### config.mk
export PLATFORM = sky130hd
export DESIGN_NAME = m_fetch_unit
export DESIGN_NICKNAME = d
export VERILOG_FILES = /design/src/rtl/m_fetch_pkg.sv /design/src/rtl/m_fetch_fifo.sv /design/src/rtl/m_fetch_unit.sv
export SDC_FILE = /design/constraint.sdc
export NUM_CORES = 1
export LEC_CHECK = 0
export BUFFER_PORTS_ARGS = -buffer_cell sky130_fd_sc_hd__buf_2
export CAP_MARGIN = 20
export CELL_PAD_IN_SITES_DETAIL_PLACEMENT = 0
export CELL_PAD_IN_SITES_GLOBAL_PLACEMENT = 1
export CORE_MARGIN = 2
export CORE_UTILIZATION = 43
export DETAILED_ROUTE_END_ITERATION = 10
export PLACE_DENSITY_LB_ADDON = 0.25
export SYNTH_ARGS = -nofsm -noshare
export SYNTH_HDL_FRONTEND = slang
export SYNTH_SLANG_ARGS = --single-unit
### constraint.sdc
create_clock -name clk -period 3.5 [get_ports clk]
set_input_delay 0.7 -clock clk [delete_from_list [all_inputs] [get_ports clk]]
set_output_delay 0.7 -clock clk [all_outputs]
set_load 0.02 [all_outputs]
### src/rtl/m_fetch_pkg.sv
// Shared types and sizing for the instruction fetch unit and its output queue.
package m_fetch_pkg;

    localparam int FETCH_FIFO_DEPTH = 2;
    localparam int FETCH_CNT_W      = $clog2(FETCH_FIFO_DEPTH + 1);
    localparam int FETCH_IDX_W      = $clog2(FETCH_FIFO_DEPTH);

    typedef struct packed {
        logic [31:0] instr;
        logic [31:0] pc;
        logic        fault;
    } fetch_entry_t;

    typedef enum logic {
        RUN  = 1'b0,
        HALT = 1'b1
    } fetch_state_t;

    function automatic logic is_misaligned(input logic [31:0] addr);
        return addr[1:0] != 2'b00;
    endfunction

endpackage

### src/rtl/m_fetch_fifo.sv
// Small shift-style queue between instruction memory and decode; head is always slot 0.
module m_fetch_fifo
    import m_fetch_pkg::*;
(
    input  logic                   clk,
    input  logic                   reset,
    input  logic                   i_flush,
    input  logic                   i_push,
    input  fetch_entry_t           i_push_data,
    input  logic                   i_pop,
    output fetch_entry_t           o_head,
    output logic                   o_full,
    output logic                   o_empty,
    output logic [FETCH_CNT_W-1:0] o_count
);

    fetch_entry_t           r_mem [FETCH_FIFO_DEPTH];
    logic [FETCH_CNT_W-1:0] r_count;
    logic                   w_pop;
    logic [FETCH_IDX_W-1:0] w_wr_idx;
    logic [FETCH_CNT_W-1:0] w_count_nxt;

    // A flush empties the queue but still accepts a push into slot 0 in the same cycle.
    assign w_pop       = i_pop && !i_flush && !o_empty;
    assign w_wr_idx    = i_flush ? '0 : FETCH_IDX_W'(r_count - FETCH_CNT_W'(w_pop));
    assign w_count_nxt = i_flush ? FETCH_CNT_W'(i_push)
                                 : r_count + FETCH_CNT_W'(i_push) - FETCH_CNT_W'(w_pop);

    always_ff @(posedge clk or negedge reset) begin
        if (!reset) begin
            r_count <= '0;
            for (int i = 0; i < FETCH_FIFO_DEPTH; i++) r_mem[i] <= '0;
        end else begin
            r_count <= w_count_nxt;
            if (w_pop)
                for (int i = 0; i < FETCH_FIFO_DEPTH - 1; i++) r_mem[i] <= r_mem[i+1];
            if (i_push) r_mem[w_wr_idx] <= i_push_data;
        end
    end

    assign o_head  = r_mem[0];
    assign o_count = r_count;
    assign o_empty = (r_count == '0);
    assign o_full  = (r_count == FETCH_CNT_W'(FETCH_FIFO_DEPTH));

endmodule

### src/rtl/m_fetch_unit.sv
// Sequential instruction fetch with one-cycle memory, 2-entry output queue and redirect handling.
module m_fetch_unit
    import m_fetch_pkg::*;
#(
    parameter logic [31:0] RESET_VECTOR = 32'h0000_0000
) (
    input  logic        clk,
    input  logic        reset,
    input  logic        redirect_valid,
    input  logic [31:0] redirect_pc,
    output logic        imem_req,
    output logic [31:0] imem_addr,
    input  logic [31:0] imem_instr,
    output logic        out_valid,
    input  logic        out_ready,
    output logic [31:0] out_instr,
    output logic [31:0] out_pc,
    output logic        out_fault
);

    localparam logic [FETCH_CNT_W:0] OCC_MAX = (FETCH_CNT_W+1)'(FETCH_FIFO_DEPTH);

    fetch_state_t           r_state, w_state_nxt;
    logic [31:0]            r_pc;
    logic                   r_inflight;
    logic [31:0]            r_inflight_pc;

    fetch_entry_t           w_head, w_push_data;
    logic                   w_full, w_empty, w_pop, w_push, w_flush, w_issue;
    logic [FETCH_CNT_W-1:0] w_count;
    logic [FETCH_CNT_W:0]   w_occ;

    assign w_pop = !w_empty && out_ready;
    assign w_occ = {1'b0, w_count} + {{FETCH_CNT_W{1'b0}}, r_inflight};

    // Issue is gated on reset so nothing is requested while reset is held.
    always_comb begin
        w_state_nxt = r_state;
        w_flush     = 1'b0;
        w_push      = 1'b0;
        w_push_data = '{instr: imem_instr, pc: r_inflight_pc, fault: 1'b0};
        w_issue     = 1'b0;
        if (redirect_valid) begin
            w_flush = 1'b1;
            if (is_misaligned(redirect_pc)) begin
                w_push      = 1'b1;
                w_push_data = '{instr: '0, pc: redirect_pc, fault: 1'b1};
                w_state_nxt = HALT;
            end else begin
                w_state_nxt = RUN;
            end
        end else begin
            w_push = r_inflight && (!w_full || w_pop);
            if (r_state == RUN)
                w_issue = reset && ((w_occ < OCC_MAX) || (w_occ == OCC_MAX && w_pop));
        end
    end

    always_ff @(posedge clk or negedge reset) begin
        if (!reset) r_state <= RUN;
        else        r_state <= w_state_nxt;
    end

    always_ff @(posedge clk or negedge reset) begin
        if (!reset) begin
            r_pc          <= RESET_VECTOR;
            r_inflight    <= 1'b0;
            r_inflight_pc <= '0;
        end else begin
            r_inflight <= w_issue;
            if (w_issue) r_inflight_pc <= r_pc;
            if (redirect_valid) r_pc <= redirect_pc;
            else if (w_issue)   r_pc <= r_pc + 32'd4;
        end
    end

    m_fetch_fifo u_fifo (
        .clk         (clk),
        .reset       (reset),
        .i_flush     (w_flush),
        .i_push      (w_push),
        .i_push_data (w_push_data),
        .i_pop       (w_pop),
        .o_head      (w_head),
        .o_full      (w_full),
        .o_empty     (w_empty),
        .o_count     (w_count)
    );

    assign imem_req  = w_issue;
    assign imem_addr = r_pc;
    assign out_valid = !w_empty;
    assign out_instr = w_empty ? '0 : w_head.instr;
    assign out_pc    = w_empty ? '0 : w_head.pc;
    assign out_fault = w_empty ? 1'b0 : w_head.fault;

endmodule

# After elaboration in Yosys (flattened, before gate mapping)
# Cells that the tools add are included.
# totals
reg_bits	198
inputBits	68
output_inout_bits	99
word_cells	56
# op_classes
add_sub_neg	5
order_cmp	3
eq_ne	2
n_mux	19
bitwise_logic	1
reduce_logical	15
# op_table
op	count
2-to-1 mux 65 bit	4
bitwise mux 130 bit	1
2-to-1 mux 130 bit	1
2-to-1 mux 32 bit	4
demux 65 bit (select 1 bit)	1
adder 32 x 3 -> 32 bit, second input constant	1
logical AND 1 bit	7
2-to-1 mux 1 bit	7
nonzero test 2 bit	2
adder 2 x 1 -> 3 bit	1
equality test 3 x 2 -> 1 bit, second input constant	1
logical NOT 1 bit	3
less-than comparator 3 x 2 -> 1 bit, second input constant	1
adder 2 x 1 -> 2 bit	1
equality test 2 bit, second input constant	1
>= comparator 2 bit, second input constant	1
logical NOT 2 bit	1
logical OR 1 bit	2
less-than comparator 2 x 1 -> 1 bit, second input constant	1
2-to-1 mux 2 bit	1
inverter 1 -> 2 bit	1
subtractor 2 x 1 -> 2 bit	1
subtractor 1 bit	1

# Logic depth before layout (Yosys ltp)
# Gate-level depths: netlist of run 1.
# depth
depth_word	14
ltp_mapped	11
depth_no_buf	8

# Hierarchy
# From an unflattened synthesis of run 1, not the netlist that was laid out.
# hier_totals
hier_cells	1022
hier_area_um2	10517.6
# by_module_without_submodules
mod	instances	cells_per_inst	area_each_um2	seq_area_each_um2
m_fetch_fifo	1	587	6232.2	3303.2
m_fetch_unit	1	435	4285.4	1651.6

# Worst setup path before layout of run 1
# OpenSTA, ideal clock, no wires.
# synth_timing
path_type	reg2out
from	register u_fifo.r_count[0], in the netlist u_fifo.o_count[0]
to	output port imem_req
arrival_ns	2.234
required_ns	2.800
setup_slack_ns	0.566
stages_incl_launch_ff	8
path_buffers	1
path_cell_list	dfrtp_1 -> ha_1 -> inv_1 -> ha_1 -> nor4bb_1 -> a31oi_1 -> nor2_1 -> clkbuf_1
# synth_between
elab_chain_len	8
elab_cells_between_ends	11
cone_classes	add/sub (1); order compare (1); eq/ne (1); mux (2); reduce/logical (6)
# synth_rtl
item	line_no	source
start: declaration	m_fetch_fifo.sv:18	logic [FETCH_CNT_W-1:0] r_count;
start signal: assignment	m_fetch_fifo.sv:34	r_count <= w_count_nxt;
branches (longest 4 deep; another with adder 2 x 1 -> 3 bit)	--	
logical OR 1 bit (*)	m_fetch_unit.sv:55	w_issue = reset && ((w_occ < OCC_MAX) || (w_occ == OCC_MAX && w_pop));
logical AND 1 bit (*)	m_fetch_unit.sv:55	
2-to-1 mux 1 bit (*)	m_fetch_unit.sv:54	if (r_state == RUN)
2-to-1 mux 1 bit (*)	m_fetch_unit.sv:43	if (redirect_valid) begin
end: declaration	m_fetch_unit.sv:11	output logic imem_req,
# Mark *: on every way between the ends.

# Worst setup path in the final report of run 1
# Ends and elaborated chain as after synthesis.

==> results of run 1 <==
==> worst reg2reg max path: stages, from the launching register on <==
cell and delay (ps):
dfrtp_1 450, ha_1 210, inv_1 50, ha_1 280, nor4bb_1 390, a31oi_2 160, or4_1 700, or4_1 510
nand3_1 100
==> stage by stage <==
stage | util | hold slack (ps)
after floorplan | - | 404
after global placement | 0.496 | 462
after detailed placement | 0.496 | 466
after CTS | 0.525 | 428
after global routing | 0.526 | 464
final | 0.526 | 413
==> placed cells by master (no fill, tap or decap), types with 3 or more instances in the layout <==
master and count:
clkinv_4 3, and2_1 67, ha_1 6, o22ai_1 32, mux2i_1 64, nand4_1 9
xor2_1 6, buf_12 3, and4_1 3, buf_4 19, o21ai_0 96, nand2_1 136
nor3_1 5, mux2_2 34, a211oi_1 32, clkbuf_16 17, inv_6 3, clkinvlp_4 3
nor4_1 15, nor2_1 6, xnor2_1 20, or4_1 5, dfrtp_1 198, inv_1 11
nor2b_1 36, buf_2 165, nand3_1 12, a21oi_1 32
==> how the worst min path moves through the flow <==
| stage | endpoint | cells after the start |
|---|---|---|
| finish | asynchronous set/reset pin | 2 |
| global route | asynchronous set/reset pin | 2 |
| CTS | asynchronous set/reset pin | 2 |
| detailed placement | flop | 1 |
| global placement | flop | 2 |
| floorplan | asynchronous set/reset pin | 0 |
==> power groups by stage <==
stage	Clock [mW]	Combinational, mW	Sequential, mW
finish	1.99	1.93	3.31
global route	2.14	2.19	3.41
CTS	2.04	1.96	3.32
detailed placement	0	1.95	3.36
global placement	0	1.92	3.33
floorplan	0	1.35	3.29
==> cells in the mapped netlist, types with 2 or more instances <==
cell      count  share of area
a211oi_1     32          0.026
a21boi_0      2         0.0016
a21oi_1      32          0.017
a31oi_1       3         0.0020
and2_1       67          0.045
and3_1        3         0.0020
and4_1        3         0.0028
buf_1        14         0.0056
clkbuf_1     51          0.021
dfrtp_1     198           0.53
ha_1          6         0.0081
inv_1        12         0.0048
mux2_2       34          0.041
mux2i_1      64          0.069
nand2_1     136          0.055
nand2b_1      3         0.0020
nand3_1      12         0.0064
nand4_1       9         0.0060
nor2_1        7         0.0028
nor2b_1      36          0.024
nor3_1        5         0.0027
nor4_1       15          0.010
o21a_1        3         0.0024
o21ai_0      96          0.052
o21ai_1       2         0.0011
o22ai_1      32          0.021
or3_1         2         0.0013
or4_1         5         0.0040
xnor2_1      20          0.019
xor2_1        6         0.0056
==> metal layers <==
| layer | vias to the layer above | share of wire |
|---|---|---|
| li1 | 3499 | - |
| met1 | 3401 | 0.47 |
| met2 | 151 | 0.47 |
| met3 | 21 | 0.049 |
| met4 | 0 | 0.013 |
| met5 | - | 0 |
==> logic make-up after synthesis <==
group,share of synthesized area
flops,0.532
simple gates,0.166
compound gates,0.128
xor+xnor,0.0244
buf+inv,0.0321
fa+ha+maj,0.00806
mux,0.110
==> cell type report <==
type	instances	area [sq um]	area share
flip-flops and latches	198	4950	0.445
multi-input cells	642	4110	0.370
repair buffers	189	1070	0.0962
well taps	275	344	0.0309
inverters	12	45.0	0.00405
clock buffers	17	425	0.0382
clock inverters	15	173	0.0155
==> reports/metrics.yaml, run 1 <==
p_leak_nw: 5.17
place.gp.congestion: 0.768
crit_start: "u_fifo.o_count[0]"
critPathBufInv: 3
comb_power_share: 0.267
syn_inst: 919
skew_ps: 12.0
place_area_sq_um: 10500
min_period_ps: 3230
rows: 53
cp_slowest_stage_delay_ps: 450
ys_seq_area_frac: 0.532
yosys_warnings: 0
drtIter0Drc: 343
vias: 7072
antenna_cells: 0
rr_endpoint: "imem_addr[31]"
max_cap_violations: 0
antenna_left: 0
async_flop_share: 1.00
cts.sinks: 198
rr_startpoint: "u_fifo.o_count[0]"
cp.depth: 8
cts_tree: "built"
start_kind: "flop"
postCtsResizedCells: 0
hold_viol: 0
cp_top_family: "simple AND/OR/NAND/NOR gates"
die_h_um: 151
routed_wl_um: 22600
irDropWorstVdd_v: 0.000349
grt_pass1_vias: 7129
post-place-cells: 1315
use_met3: 0.0358
slew_headroom: 0.403
coreArea_sq_um: 21200
worstPathRequired_ps: 2800
reg2reg_depth: 8
cp_cell_sequence: "ha_1 > inv_1 > ha_1 > nor4bb_1 > a31oi_2 > buf_4 > nor2_4 > buf_2"
avgSynthCellArea_sq_um: 10.1
fin_area_sq_um: 11100
power_frac_seq: 0.458
nNetsFinal: 1134
htreeDepth: 4
met2_usage: 0.336
grt_max_degree: 81
top_usage_layer: "met2"
wl_per_cell_um: 16.8
worstPathArrival_ps: 2530
tightestPinTransition_ps: 896
tns_ps: 0
first_pass_iters: 4
fmax_mhz: 310
root_buffer: "clkbuf_16"
path_max_fanout: 18
p_clk_frac: 0.275
area_growth_pct: 19.4
crit_type: "flop to primary output"
vias_per_cell: 5.25
rrSetupSlack_ps: 600
p_switching_mw: 2.38
io_pins: 167
grt_pass1_wl_um: 37300
die_x_um: 151
synth.distinct_cells: 39
clock_latency_ps: 430
ys_ff_latch: 198
grt_setup_unrepaired: "no"
dieArea_sq_um: 22900
p_int_mw: 4.85
drc: 0
post-dp-hpwl_um: 15100
io_buffers: 166
setup_viol: 0
synth-edff-count: 0
layout-drive-gt1-share: 0.246
post-route-worst-setup-slack_ps: 272
fill_cells: 2004
status: "completed"
gr-total-overflow: 0
grt.total_usage: 0.208
synth_nets: 993
antenna_found_initial: 0
place_ws_ps: 637
switching_share: 0.329
powerDensity_nw_per_um2: 650
p_total_mw: 7.23
cts_hold_buf: 0
crit_path_end: "imem_req"
clock_path_buffers: 2
numCtsBuffers: 17
path_clk_slew_ps: 70
grt_use_met1: 0.291
synthFlopType: "dfrtp_1"
final_max_slew_viol_count: 0
crit_top_cell: "ha_1"
postCtsSetupBuffers: 0
fin_crit_sh: 0.922
cpMaxStageDelayCell: "dfrtp_1"
netlist_area_sq_um: 9320
fin_cells: 1348
start_util: 0.440
endpoint_kind: "primary output"
hold_class: "primary input to asynchronous set/reset pin"
(Power assumes the default switching activity.)
==> inputs of run 2 (changes only) <==
--- a/config.mk
+++ b/config.mk
@@ -9,9 +9,9 @@
 export CAP_MARGIN = 20
 export CELL_PAD_IN_SITES_DETAIL_PLACEMENT = 0
 export CELL_PAD_IN_SITES_GLOBAL_PLACEMENT = 1
-export CORE_MARGIN = 2
 export CORE_UTILIZATION = 43
 export DETAILED_ROUTE_END_ITERATION = 10
+export GPL_TIMING_DRIVEN = 0
 export PLACE_DENSITY_LB_ADDON = 0.25
 export SYNTH_ARGS = -nofsm -noshare
 export SYNTH_HDL_FRONTEND = slang
==> reports/metrics.yaml, run 2 (synthesis results as in run 1) <==
fin_crit_sh: 0.965
setup_viol: 0
p_int_mw: 4.81
first_pass_iters: 5
grt_setup_unrepaired: "yes"
skew_ps: 13.2
routed_wl_um: 25700
p_leak_nw: 5.19
root_buffer: "clkbuf_16"
rows: 53
dieArea_sq_um: 22300
clock_path_buffers: 2
post-route-worst-setup-slack_ps: 122
final_util: 0.531
grt_pass1_wl_um: 40800
max_cap_violations: 0
switching_share: 0.338
place_area_sq_um: 10500
drtIter0Drc: 427
p_switching_mw: 2.46
final_max_slew_viol_count: 0
place.gp.congestion: 0.757
grt_max_degree: 53
io_pins: 167
rr_endpoint: "r_inflight_pc[7]"
layout_commonest_cell: "dfrtp_1"
rrSetupSlack_ps: 490
vias_per_cell: 5.31
path_clk_slew_ps: 70
power_frac_seq: 0.456
p_total_mw: 7.27
mostFrequentLayoutCells: "198 x dfrtp_1, 167 x buf_2, 136 x nand2_1"
cts_tree: "built"
grt_pass1_vias: 7225
fmax_mhz: 296
powerDensity_nw_per_um2: 647
hold_class: "primary input to asynchronous set/reset pin"
htreeDepth: 4
hold_viol: 0
crit_type: "flop to primary output"
tightestPinTransition_ps: 890
vias: 7412
die_x_um: 149
post-dp-hpwl_um: 17700
fin_area_sq_um: 11200
endpoint_kind: "primary output"
gr-total-overflow: 0
drc: 0
start_util: 0.440
slew_headroom: 0.406
antenna_found_initial: 1
cts.sinks: 198
io_buffers: 166
wl_per_cell_um: 18.4
clock_latency_ps: 440
numCtsBuffers: 17
min_period_ps: 3380
worstPathRequired_ps: 2800
grt.total_usage: 0.241
reg2reg_depth: 9
die_h_um: 149
p_clk_frac: 0.268
nNetsFinal: 1182
rr_startpoint: "u_fifo.o_count[0]"
irDropWorstVdd_v: 0.000362
layout-drive-gt1-share: 0.219
cts_hold_buf: 0
place_ws_ps: -1530
comb_power_share: 0.276
status: "completed"
start_kind: "flop"
coreArea_sq_um: 21200
antenna_left: 0
worstPathArrival_ps: 2680
path_max_fanout: 11
area_growth_pct: 20.6
run 2: repair_timing:
item                                    CTS  global route
endpoints found under the setup margin   44             4
gates resized for setup                  11             1
pin swaps                                 0             1
cloned                                    2             0
buffers inserted                          0             2
run 2: area by class of cell:
cell class,instances,area [sq um]
Clock inverter,14,136
Fill cell,2026,9910
Tap cell,275,344
Timing Repair Buffer,171,961
Inverter,12,45.0
Antenna cell,1,2.50
Clock buffer,18,439
Buffer,66,256
Multi-Input combinational cell,642,4100
Sequential cell,198,4950
run 2: through the flow:
stage	setup TNS [ps]	std cells	hold slack, ps
after global placement	-536770	1360	462
final	0	1397	133
after detailed placement	-42150	1361	471
after global routing	-5.46	1397	140
after CTS	0	1395	133
after floorplan	0	919	404
run 2: routing by layer:
layer,routed length [um],global-route usage,up-vias
met5,0,0,-
met4,291,0.0653,0
met3,898,0.0327,21
met2,12300,0.386,178
met1,12200,0.342,3629
li1,-,-,3584
run 2: critical path, stage by stage (launching register included):
cell and delay, ps:
dfrtp_1 460, ha_1 210, inv_1 50, ha_1 290, nor4bb_4 320, a31oi_4 250, nor2_4 190, clkbuf_4 270
buf_2 200
run 2: worst max path at each step:
stage | start | endpoint | slack, ps | depth (start not counted)
after floorplan | u_fifo.o_count[0] | imem_req | 570 | 7
after global placement | reset | imem_req | -3960 | 6
after detailed placement | reset | imem_req | -1530 | 7
after CTS | reset | imem_req | 10 | 7
after global routing | u_fifo.o_count[0] | imem_req | -5 | 8
final | u_fifo.o_count[0] | imem_req | 120 | 8
run 2: power groups by stage:
stage	combinational, mW	clock [mW]	sequential, mW
after floorplan	1.35	0	3.29
after global placement	1.95	0	3.33
after detailed placement	1.98	0	3.35
after CTS	2.02	1.97	3.31
after global routing	2.23	2.07	3.40
final	2.00	1.95	3.32
